File: config.mk
export PLATFORM = sky130hd
export DESIGN_NAME = mem_stage_ctrl
export DESIGN_NICKNAME = d
export VERILOG_FILES = /design/src/rtl/mem_stage_pkg.sv /design/src/rtl/mem_wb_pipe_reg.sv /design/src/rtl/mem_stage_ctrl.sv
export SDC_FILE = /design/constraint.sdc
export NUM_CORES = 1
export LEC_CHECK = 0
export ABC_AREA = 0
export BUFFER_PORTS_ARGS = -buffer_cell sky130_fd_sc_hd__clkbuf_2
export CAP_MARGIN = 20
export CORE_AREA = 2 2 95 97
export DETAILED_ROUTE_END_ITERATION = 8
export DIE_AREA = 0 0 97 99
export GPL_TIMING_DRIVEN = 0
export PLACE_DENSITY = 0.72
export SLEW_MARGIN = 25
export SYNTH_ARGS = -nofsm -noshare
export SYNTH_HDL_FRONTEND = slang
export SYNTH_SLANG_ARGS = --single-unit
File: constraint.sdc
create_clock -name clk -period 4.2 [get_ports clk]
set_input_delay 0.21 -clock clk [delete_from_list [all_inputs] [get_ports clk]]
set_output_delay 0.21 -clock clk [all_outputs]
set_load 0.1 [all_outputs]
File: src/rtl/mem_stage_pkg.sv
// mem_stage_pkg
// Shared definitions for the memory-stage controller and its
// Memory-Writeback pipeline register.
//   state_t    : controller state (IDLE, WAIT)
//   wb_sel_t   : write-back data source (SEL_ALU, SEL_MEM, SEL_LINK)
//   wb_entry_t : one Memory-Writeback register entry
//   wb_select  : priority encoder for the write-back data source
package mem_stage_pkg;

    localparam int TIMEOUT_DEFAULT = 16;
    localparam int CNT_W_DEFAULT   = 5;

    typedef enum logic {
        IDLE = 1'b0,
        WAIT = 1'b1
    } state_t;

    typedef enum logic [1:0] {
        SEL_ALU  = 2'd0,
        SEL_MEM  = 2'd1,
        SEL_LINK = 2'd2
    } wb_sel_t;

    typedef struct packed {
        logic        valid;
        logic        reg_wr;
        logic [4:0]  rd;
        logic [31:0] wr_data;
        logic        err;
    } wb_entry_t;

    // The link value wins over loaded data, which wins over the ALU result.
    function automatic wb_sel_t wb_select(input logic use_link, input logic mem_to_reg);
        wb_sel_t sel;
        if (use_link) begin
            sel = SEL_LINK;
        end else if (mem_to_reg) begin
            sel = SEL_MEM;
        end else begin
            sel = SEL_ALU;
        end
        return sel;
    endfunction

endpackage

File: src/rtl/mem_wb_pipe_reg.sv
// mem_wb_pipe_reg
// Memory-Writeback pipeline register.
//   clk        : clock
//   reset      : synchronous active-high reset, clears the entry
//   bubble     : load an all-zero entry this cycle instead of load_entry
//   load_entry : entry to capture when not bubbling
//   entry      : registered entry seen by the write-back stage
module mem_wb_pipe_reg
    import mem_stage_pkg::*;
(
    input  logic      clk,
    input  logic      reset,
    input  logic      bubble,
    input  wb_entry_t load_entry,
    output wb_entry_t entry
);

    // The register reloads every cycle; a bubble is simply an all-zero entry,
    // so downstream never sees stale fields behind a cleared valid bit.
    always_ff @(posedge clk) begin
        if (reset || bubble) begin
            entry <= '0;
        end else begin
            entry <= load_entry;
        end
    end

endmodule

File: src/rtl/mem_stage_ctrl.sv
// mem_stage_ctrl
// Memory-stage controller. Issues data-memory requests for loads/stores held
// in the Execute-Memory register, stalls the upstream pipe while a request is
// outstanding, aborts on timeout or misalignment, and fills the
// Memory-Writeback register.
//   clk, reset            : clock, synchronous active-high reset
//   *_mem_i               : Execute-Memory register fields
//   dmem_req/wr/addr/wdata: request side of the data-memory handshake
//   dmem_ack_i/rdata_i    : completion and load data (ack may be same cycle)
//   stall_o               : hold the upstream pipe registers
//   *_wb_o                : Memory-Writeback register fields
module mem_stage_ctrl
    import mem_stage_pkg::*;
#(
    parameter int TIMEOUT_CYCLES = TIMEOUT_DEFAULT,
    parameter int CNT_W          = CNT_W_DEFAULT
) (
    input  logic        clk,
    input  logic        reset,
    input  logic        valid_mem_i,
    input  logic        reg_wr_mem_i,
    input  logic        mem_to_reg_mem_i,
    input  logic        mem_wr_mem_i,
    input  logic [4:0]  rd_mem_i,
    input  logic [31:0] res_alu_mem_i,
    input  logic [31:0] r_data_p2_mem_i,
    input  logic [31:0] next_seq_pc_mem_i,
    input  logic        use_link_reg_mem_i,
    output logic        dmem_req_o,
    output logic        dmem_wr_o,
    output logic [31:0] dmem_addr_o,
    output logic [31:0] dmem_wdata_o,
    input  logic        dmem_ack_i,
    input  logic [31:0] dmem_rdata_i,
    output logic        stall_o,
    output logic        valid_wb_o,
    output logic        reg_wr_wb_o,
    output logic [4:0]  rd_wb_o,
    output logic [31:0] wr_data_wb_o,
    output logic        err_wb_o
);

    localparam logic [CNT_W-1:0] CNT_LAST = CNT_W'(TIMEOUT_CYCLES - 1);

    state_t           state;
    logic [CNT_W-1:0] wait_cnt;
    logic             access;
    logic             misaligned;
    logic             timeout_hit;
    logic             complete;
    logic             abort;
    logic             err_entry;
    logic             result_entry;
    logic             bubble;
    wb_sel_t          wb_sel;
    logic [31:0]      wb_data;
    wb_entry_t        load_entry;
    wb_entry_t        wb_entry;

    assign access      = valid_mem_i & (mem_to_reg_mem_i | mem_wr_mem_i);
    assign misaligned  = res_alu_mem_i[1:0] != 2'b00;
    assign timeout_hit = (state == WAIT) && (wait_cnt == CNT_LAST);

    // Requests are driven straight from the MEM inputs, which the stall keeps
    // stable, so a slave can ack in the very cycle the request appears.
    assign dmem_req_o   = access & ~misaligned & ((state == IDLE) | (state == WAIT));
    assign dmem_wr_o    = mem_wr_mem_i;
    assign dmem_addr_o  = res_alu_mem_i;
    assign dmem_wdata_o = r_data_p2_mem_i;

    // An ack only means something while we are requesting; an abort is the
    // last waiting cycle without an ack, and it releases the stall at once.
    assign complete = dmem_req_o & dmem_ack_i;
    assign abort    = timeout_hit & ~dmem_ack_i;

    assign stall_o = ((state == IDLE) & access & ~misaligned & ~dmem_ack_i)
                   | ((state == WAIT) & ~dmem_ack_i & ~timeout_hit);

    assign err_entry    = ((state == IDLE) & access & misaligned) | abort;
    assign result_entry = ((state == IDLE) & valid_mem_i & ~access) | complete;
    assign bubble       = ~(err_entry | result_entry);

    assign wb_sel = wb_select(use_link_reg_mem_i, mem_to_reg_mem_i);

    // Write-back data source; the link address takes precedence so a
    // jump-and-link never picks up memory or ALU data.
    always_comb begin
        wb_data = res_alu_mem_i;
        case (wb_sel)
            SEL_LINK: wb_data = next_seq_pc_mem_i;
            SEL_MEM:  wb_data = dmem_rdata_i;
            default:  wb_data = res_alu_mem_i;
        endcase
    end

    // Build the entry for the Memory-Writeback register. Error entries are
    // valid but never write the register file; they carry the faulting
    // address as data to help whoever handles the error.
    always_comb begin
        load_entry = '0;
        if (err_entry) begin
            load_entry.valid   = 1'b1;
            load_entry.reg_wr  = 1'b0;
            load_entry.rd      = rd_mem_i;
            load_entry.wr_data = res_alu_mem_i;
            load_entry.err     = 1'b1;
        end else if (result_entry) begin
            load_entry.valid   = 1'b1;
            load_entry.reg_wr  = reg_wr_mem_i;
            load_entry.rd      = rd_mem_i;
            load_entry.wr_data = wb_data;
            load_entry.err     = 1'b0;
        end
    end

    // Controller FSM and wait counter. The counter reads 1 in the first
    // WAIT cycle, so the IDLE cycle that issued the request counts as the
    // first of the TIMEOUT_CYCLES allowed cycles.
    always_ff @(posedge clk) begin
        if (reset) begin
            state    <= IDLE;
            wait_cnt <= '0;
        end else begin
            case (state)
                IDLE: begin
                    if (access && !misaligned && !dmem_ack_i) begin
                        state    <= WAIT;
                        wait_cnt <= CNT_W'(1);
                    end else begin
                        wait_cnt <= '0;
                    end
                end
                WAIT: begin
                    if (dmem_ack_i || timeout_hit) begin
                        state    <= IDLE;
                        wait_cnt <= '0;
                    end else begin
                        wait_cnt <= wait_cnt + 1'b1;
                    end
                end
                default: begin
                    state    <= IDLE;
                    wait_cnt <= '0;
                end
            endcase
        end
    end

    mem_wb_pipe_reg u_mem_wb (
        .clk        (clk),
        .reset      (reset),
        .bubble     (bubble),
        .load_entry (load_entry),
        .entry      (wb_entry)
    );

    assign valid_wb_o   = wb_entry.valid;
    assign reg_wr_wb_o  = wb_entry.reg_wr;
    assign rd_wb_o      = wb_entry.rd;
    assign wr_data_wb_o = wb_entry.wr_data;
    assign err_wb_o     = wb_entry.err;

endmodule

Yosys cells after proc, flatten, opt, wreduce, memory -nomap -nowiden
Index checks and enable logic that the tools add are counted.
{ "totals": {"reg_bits": 46, "inputBits": 141, "output_inout_bits": 107, "wordCells": 55} }
{ "classes": {"add_sub_neg": 1, "n_eq_ne": 3, "muxes": 11, "bitwise_logic": 24, "reduce_logical": 9} }
{ "op_table": {"columns": ["op", "n"], "rows": [
  ["40-bit two-way mux", 2],
  ["32-bit one-hot mux with 2 select lines", 1],
  ["1-bit AND", 12],
  ["5-bit one-hot mux with 2 select lines", 1],
  ["1-bit NOT", 7],
  ["5-bit by 1-bit adder with 5-bit output (second input constant)", 1],
  ["5-bit by 4-bit equality test with 1-bit output (second input constant)", 1],
  ["5-bit two-way mux", 1],
  ["1-bit OR", 5],
  ["1-bit two-way mux", 4],
  ["1-bit logical AND", 3],
  ["3-bit OR reduction", 1],
  ["2-bit by 1-bit equality test with 1-bit output (second input constant)", 1],
  ["2-bit equality test (second input constant)", 1],
  ["1-bit logical NOT", 2],
  ["1-bit logical OR", 2],
  ["2-bit two-way mux", 1],
  ["1-bit one-hot mux with 2 select lines", 1],
  ["2-bit nonzero test", 1]
]} }

Depth between registers and ports, before layout
Gate-level depths: netlist of the first run.
{ "logic_depth": {"depth_word": 9, "mapped_depth": 8, "depth_no_buf": 7} }

Hierarchy
From an unflattened synthesis of the first run, not the netlist that was laid out.
{ "unflattened": {"cells_unflattened": 343, "hier_area_um2": 3266.9} }
{ "by_module_without_submodules": {"columns": ["mod", "instances", "cells_each", "area_each_um2", "seq_area_each_um2"], "rows": [
  ["mem_stage_ctrl", 1, 255, 1870.5, 120.1],
  ["mem_wb_pipe_reg", 1, 88, 1396.3, 800.8]
]} }

Worst setup path before layout of the first run
Ideal clock, no wire load.
{ "synth_path": {"path_type": "register to output", "start": "register wait_cnt[0]", "end": "output stall_o", "t_arrival_ns": 2.414, "required_ns": 3.990, "path_slack_ns": 1.576, "path_stages_with_launch": 7, "n_path_buf": 0, "path_cell_list": "dfxtp_1 -> ha_1 -> and3_1 -> ha_1 -> nand2b_1 -> a21boi_0 -> nor2_1"} }
{ "synth_via": {"elab_chain_cells": 5} }
{ "synth_rtl": {"columns": ["item", "line_no", "rtl"], "rows": [
  ["from (decl)", "mem_stage_ctrl.sv:46", "logic [CNT_W-1:0] wait_cnt;"],
  ["from (signal assigned)", "mem_stage_ctrl.sv:138", "wait_cnt <= wait_cnt + 1'b1;"],
  ["5-bit by 4-bit equality test with 1-bit output", "mem_stage_ctrl.sv:62", "assign timeout_hit = (state == WAIT) && (wait_cnt == CNT_LAST);"],
  ["1-bit logical AND", "mem_stage_ctrl.sv:62", null],
  ["1-bit NOT", "mem_stage_ctrl.sv:77", "| ((state == WAIT) & ~dmem_ack_i & ~timeout_hit);"],
  ["1-bit AND", "mem_stage_ctrl.sv:77", null],
  ["1-bit OR", "mem_stage_ctrl.sv:77", null],
  ["to (decl)", "mem_stage_ctrl.sv:35", "output logic stall_o,"]
]} }
No other way between the ends.

Worst setup path in the final report of the first run
Same ends and word-level chain as after synthesis.

==> flow_metrics.env, run 1 <==
export IMPL_cpPeakStageDelay_ns=0.46
export IMPL_num_nets_final=628
export IMPL_cts_resized=0
export IMPL_finalCritPeriodShare_pct=55.30
export IMPL_cts_root_buf="clkbuf_8"
export IMPL_die_w_um=97
export IMPL_async_reset_ff_share_pct=0
export IMPL_initial_core_util_pct=33.19
export IMPL_synth_top_family_by_area="multiplexers"
export IMPL_grt_pass1_vias=2563
export IMPL_yosysTopAreaCell="dfxtp_1"
export IMPL_yosysSeqAreaShare_pct=32.45
export IMPL_antenna_left=0
export IMPL_post_cts_setup_buffer_count=0
export IMPL_setup_viol=0
export IMPL_cts_buffers=5
export IMPL_maxSlewHeadroom_pct=58.37
export IMPL_synthesis_area_um2=2838
export IMPL_place_inst=586
export IMPL_status="finished clean"
export IMPL_fillCellCount=839
export IMPL_fmax_ghz=0.4306
export IMPL_area_delta_synth_final_pct=45.68
export IMPL_utilization_pct=48.35
export IMPL_syn_nets=408
export IMPL_rsz0062_at_grt="false"
export IMPL_synth_seq_cells=46
export IMPL_cp_common_cell="ha_1"
export IMPL_min_period_ns=2.323
export IMPL_switchingPower_uw=653.7
export IMPL_synth_warning_count=0
export IMPL_first_pass_iters=4
export IMPL_place_ws_ns=2.207
export IMPL_yosysUniqueCellTypes=32
export IMPL_startpoint_type="flop"
export IMPL_path_clk_slew_ns=0.09
export IMPL_clock_skew_ns=0.006578
export IMPL_cp_max_fo=3
export IMPL_core_um2=8551
export IMPL_synth_compound_area_share_pct=11.95
export IMPL_arrival_ns=2.11
export IMPL_clk_latency_ns=0.29
export IMPL_crit_chain="ha_1, and3_1, ha_1, nand2b_1, a21boi_0, nor2_1, clkbuf_2"
export IMPL_p_per_area_nw_per_um2=344.3
export IMPL_cpLargestDelayFamily="simple AND/OR/NAND/NOR gates"
export IMPL_clock_path_buffers=2
export IMPL_yosys_most_used_dff="dfxtp_1"
export IMPL_die_area_um2=9603
export IMPL_num_rows=34
export IMPL_synth_area_leaders="dfxtp_1 32%, mux2_2 25%, buf_4 17%"
export IMPL_cp_required_ns=3.99
export IMPL_first_iter_violations=23
export IMPL_hpwlAfterDp_mm=6.678
export IMPL_synth_simple_area_share_pct=6.570
export IMPL_htree_levels=2
export IMPL_synth_top_area_share_pct=32.45
export IMPL_ctsHoldBuffers=0
export IMPL_critPathSlowestCell="clkbuf_2"
export IMPL_gp_congestion=0.7932
export IMPL_critPathKind="flop to output pin"
export IMPL_avgSynthCellArea_um2=10.71
export IMPL_portBuffers=213
export IMPL_synth_cells=265
export IMPL_synth_adder_area_share_pct=0.8818
export IMPL_antenna_found_initial=0
export IMPL_vias=2692
export IMPL_power_leakage_uw=0.002170
export IMPL_viasPerCell=4.532
export IMPL_synth_mux_area_fraction_pct=25.40
export IMPL_n_antenna_cell=0
export IMPL_die_y_um=99
export IMPL_wl_per_cell_um=13.68
export IMPL_crit_path_end_kind="output pin"
export IMPL_final_max_slew_viol_count=0
export IMPL_routed_wirelength_mm=8.128
export IMPL_irDropWorstVdd_v=0.0001862
export IMPL_groute_usage_overall_pct=15.82
export IMPL_final_cells=594
export IMPL_p_int_uw=769.5
export IMPL_synth_top_cells_by_count="65 x buf_4, 62 x mux2_2, 46 x dfxtp_1"
export IMPL_synth_xor_area_share_pct=0.6173
export IMPL_io_pin_count=248
export IMPL_grt_max_degree=15
export IMPL_hold_class="primary input to flop"
export IMPL_sw_frac_of_total_pct=45.93
export IMPL_grt_pass1_wl_mm=12.41
export IMPL_tightestPinTransition_ns=0.6244
export IMPL_synth_edff_count=0
export IMPL_drc=0
export IMPL_setup_ws_ns=1.877
export IMPL_hold_viol_final=0
export IMPL_multi_input_area_um2=1289
export IMPL_clock_sinks=46
export IMPL_cts_tree="done"
export IMPL_seq_area_um2=920.9
export IMPL_total_power_uw=1423
export IMPL_max_cap_viol_count=0
export IMPL_power_share_sequential_pct=32.5
export IMPL_path_buf_inv=1
export IMPL_synth_most_common_cell="buf_4"
export IMPL_final_setup_tns_ns=0
export IMPL_drive_gt1_share_pct=75.31
export IMPL_grt_remaining_overflow=0
export IMPL_power_frac_clock_pct=19.8
export IMPL_pwr_share_comb_pct=47.7
==> layout by cell type, fill, tap and decap left out, types with 2 or more instances in the layout <==
cell type and n:
clkbuf_2 213, buf_4 65, mux2_2 62, dfxtp_1 46, a22o_1 32, buf_6 10, nor2_1 9, clkbuf_8 6
nor3b_1 5, clkbuf_1 4, nor3_1 3, and3_1 2, inv_1 2, a21boi_0 2, a21oi_1 2, mux2_1 2
ha_1 2
==> path summary, 6_finish.rpt <==
path	startpoint	endpoint	slack [ns]	depth (start not counted)
hold reg to reg	wait_cnt[3]	wait_cnt[3]	0.52	2
hold / removal	reg_wr_mem_i	u_mem_wb.entry[38]	0.11	2
setup / recovery	wait_cnt[0]	stall_o	1.88	7
setup reg to reg	wait_cnt[0]	u_mem_wb.entry[3]	2.25	8
==> per-stage QoR <==
stage          hold WS [ns]  area (µm²)
3_3_place_gp         0.4113        4039
5_1_grt             0.09730        4134
4_1_cts              0.1022        4134
3_5_place_dp         0.4217        4039
6_report             0.1142        4134
2_1_floorplan        0.2893        2838
==> metal layers <==
layer  vias up  routed length [µm]  global-route usage [%]  share of wire (%)
li1       1317                   -                       -                  -
met1      1232                3082                   17.16                 38
met2       139                4334                   30.50                 53
met3         4                 657                   4.184                8.1
met4         0                  53                   3.792               0.65
met5         -                   0                       0                  0
==> power groups by stage <==
stage | Clock (µW) | Combinational, µW | Sequential [µW]
finish | 282 | 679 | 462
global route | 317 | 706 | 464
CTS | 300 | 685 | 463
detailed placement | 0 | 683 | 473
global placement | 0 | 678 | 472
floorplan | 0 | 405 | 622
==> logic make-up (layout without fill, tap and decap cells) <==
logic type / after synthesis / after routing
flip-flops: 46 / 46
buffers and inverters: 82 / 303
XOR/XNOR: 2 / 2
adder cells (fa/ha/maj): 2 / 2
AO/OA/AOI/OAI: 39 / 39
multiplexers: 64 / 64
AND/OR/NAND/NOR: 30 / 30
==> state kept, by name, summed over array words and instances, names as in the netlist <==
signal          cells
u_mem_wb.entry     40
state               1
wait_cnt            5
==> final cells by class <==
type	count	share of cell area [%]
tap	108	3.269
clock buffer	6	1.998
sequential	46	22.28
inverter	2	0.1816
clock inverter	2	0.3027
multi-input combinational	137	31.17
timing repair buffer	213	25.79
buffer	80	15.01
Note: power is estimated with default switching activity, not from simulation.
==> inputs of run 2 (changes only) <==
PLACE_DENSITY = 0.75   (was 0.72)
clock period = 1.9 ns   (was 4.2 ns; I/O delays follow)
==> run 2 against run 1 <==
  * Clock skew down 0.0034 ns
  * Sequential share of layout area decreased by 0.60 points
  * Register-to-register slack worse by 2.2 ns
  * Wire length shrank 2.4%
  * Critical path type unchanged
  * Largest cell class unchanged
  * Largest power group unchanged
==> flow_metrics.env, run 2 (synthesis results as in run 1) <==
export IMPL_first_pass_iters=4
export IMPL_setup_viol=0
export IMPL_cpLargestDelayFamily="simple AND/OR/NAND/NOR gates"
export IMPL_num_nets_final=633
export IMPL_largest_reg_flops=40
export IMPL_drive_gt1_share_pct=77.19
export IMPL_status="finished clean"
export IMPL_total_power_uw=3155
export IMPL_fillCellCount=808
export IMPL_max_cap_viol_count=0
export IMPL_n_antenna_cell=0
export IMPL_grt_pass1_vias=2581
export IMPL_cp_max_fo=2
export IMPL_hold_class="primary input to flop"
export IMPL_hold_viol_final=0
export IMPL_p_per_area_nw_per_um2=740.5
export IMPL_startpoint_type="flop"
export IMPL_wl_per_cell_um=13.24
export IMPL_viasPerCell=4.514
export IMPL_mostFrequentLayoutCells="212 x clkbuf_2, 69 x buf_4, 62 x mux2_2"
export IMPL_clk_latency_ns=0.29
export IMPL_clock_sinks=46
export IMPL_area_delta_synth_final_pct=50.13
export IMPL_final_max_slew_viol_count=0
export IMPL_clock_path_buffers=2
export IMPL_maxSlewHeadroom_pct=57.26
export IMPL_first_iter_violations=36
export IMPL_min_period_ns=1.834
export IMPL_drc=0
export IMPL_htree_levels=2
export IMPL_groute_usage_overall_pct=15.48
export IMPL_r2r_cells=8
export IMPL_cp_depth=7
export IMPL_cts_buffers=5
export IMPL_cpPeakStageDelay_ns=0.34
export IMPL_clock_skew_ns=0.003134
export IMPL_initial_core_util_pct=33.19
export IMPL_routed_wirelength_mm=7.929
export IMPL_cts_tree="done"
export IMPL_io_pin_count=248
export IMPL_finalCritPeriodShare_pct=96.50
export IMPL_top_regs="u_mem_wb.entry x40, wait_cnt x5, state x1"
export IMPL_r2r_slack_ns=0.08
export IMPL_num_rows=34
export IMPL_antenna_found_initial=0
export IMPL_critPathSlowestCell="dfxtp_2"
export IMPL_core_um2=8551
export IMPL_crit_path_end_kind="output pin"
export IMPL_die_y_um=99
export IMPL_holdPathStages=2
export IMPL_grt_max_degree=14
export IMPL_final_cells=599
export IMPL_critPathKind="flop to output pin"
export IMPL_vias=2704
export IMPL_cp_required_ns=1.80
export IMPL_irDropWorstVdd_v=0.0003737
export IMPL_die_area_um2=9603
export IMPL_hpwlAfterDp_mm=6.593
export IMPL_dpl_cell_area_um2=4046
export IMPL_fmax_ghz=0.5454
export IMPL_die_w_um=97
export IMPL_power_leakage_uw=0.002209
export IMPL_portBuffers=213
export IMPL_top_register="u_mem_wb.entry"
export IMPL_path_clk_slew_ns=0.08
export IMPL_tightestPinTransition_ns=0.6412
export IMPL_place_inst=586
export IMPL_grt_remaining_overflow=0
export IMPL_layout_commonest_cell="clkbuf_2"
export IMPL_design_area_um2=4260
export IMPL_path_buf_inv=1
export IMPL_cts_root_buf="clkbuf_8"
export IMPL_antenna_left=0
export IMPL_arrival_ns=1.74
export IMPL_rsz0062_at_grt="false"
export IMPL_grt_pass1_wl_mm=12.08
export IMPL_gp_congestion=0.8116
export IMPL_crit_chain="ha_4, and3_4, ha_2, nand2b_4, a21boi_4, nor2_4, clkbuf_16"
-- run 2: layer usage --
metal / up-vias / global-route usage [%] / wire [µm]
li1: 1333 / - / -
met1: 1218 / 16.06 / 2897
met2: 147 / 30.29 / 4284
met3: 6 / 4.255 / 661
met4: 0 / 4.442 / 86
met5: - / 0 / 0
-- run 2: final timing paths --
kind,start,to
setup / recovery,wait_cnt[0],stall_o
hold / removal,rd_mem_i[4],u_mem_wb.entry[37]
setup reg to reg,wait_cnt[0],u_mem_wb.entry[14]
hold reg to reg,wait_cnt[3],wait_cnt[3]
-- run 2: cell type report --
type	instances	area, µm²	area share, %
multi-input combinational	137	1356	31.84
timing repair buffer	218	1126	26.43
sequential	46	923.4	21.67
buffer	80	620.6	14.57
tap	108	135.1	3.172
clock buffer	7	86.33	2.026
inverter	2	7.507	0.1762
clock inverter	1	5.005	0.1175
-- run 2: what timing repair did --
item	4_1_cts	5_1_grt
hold buffers	1	0
gates resized for setup	12	5
pin swaps	2	4
setup buffers	2	2
endpoints found under the setup margin	29	31
hold endpoints to repair	1	0
-- run 2: power by group --
part / internal [µW] / switching, µW
clock network: 294 / 320
logic: 410 / 1110
registers: 1010 / 13.2
total: 1710 / 1440
-- run 2: through the flow --
stage / TNS, ns / setup WS (ns) / hold slack [ns] / utilization, %
floorplan: 0 / 0.1265 / 0.1743 / -
global placement: -0.1298 / -0.02544 / 0.2973 / 47.32
detailed placement: -0.8196 / -0.05014 / 0.3135 / 47.32
CTS: 0 / 0.01057 / 0.02861 / 49.30
global route: 0 / 0.001357 / 0.01831 / 49.82
finish: 0 / 0.06648 / 0.04335 / 49.82
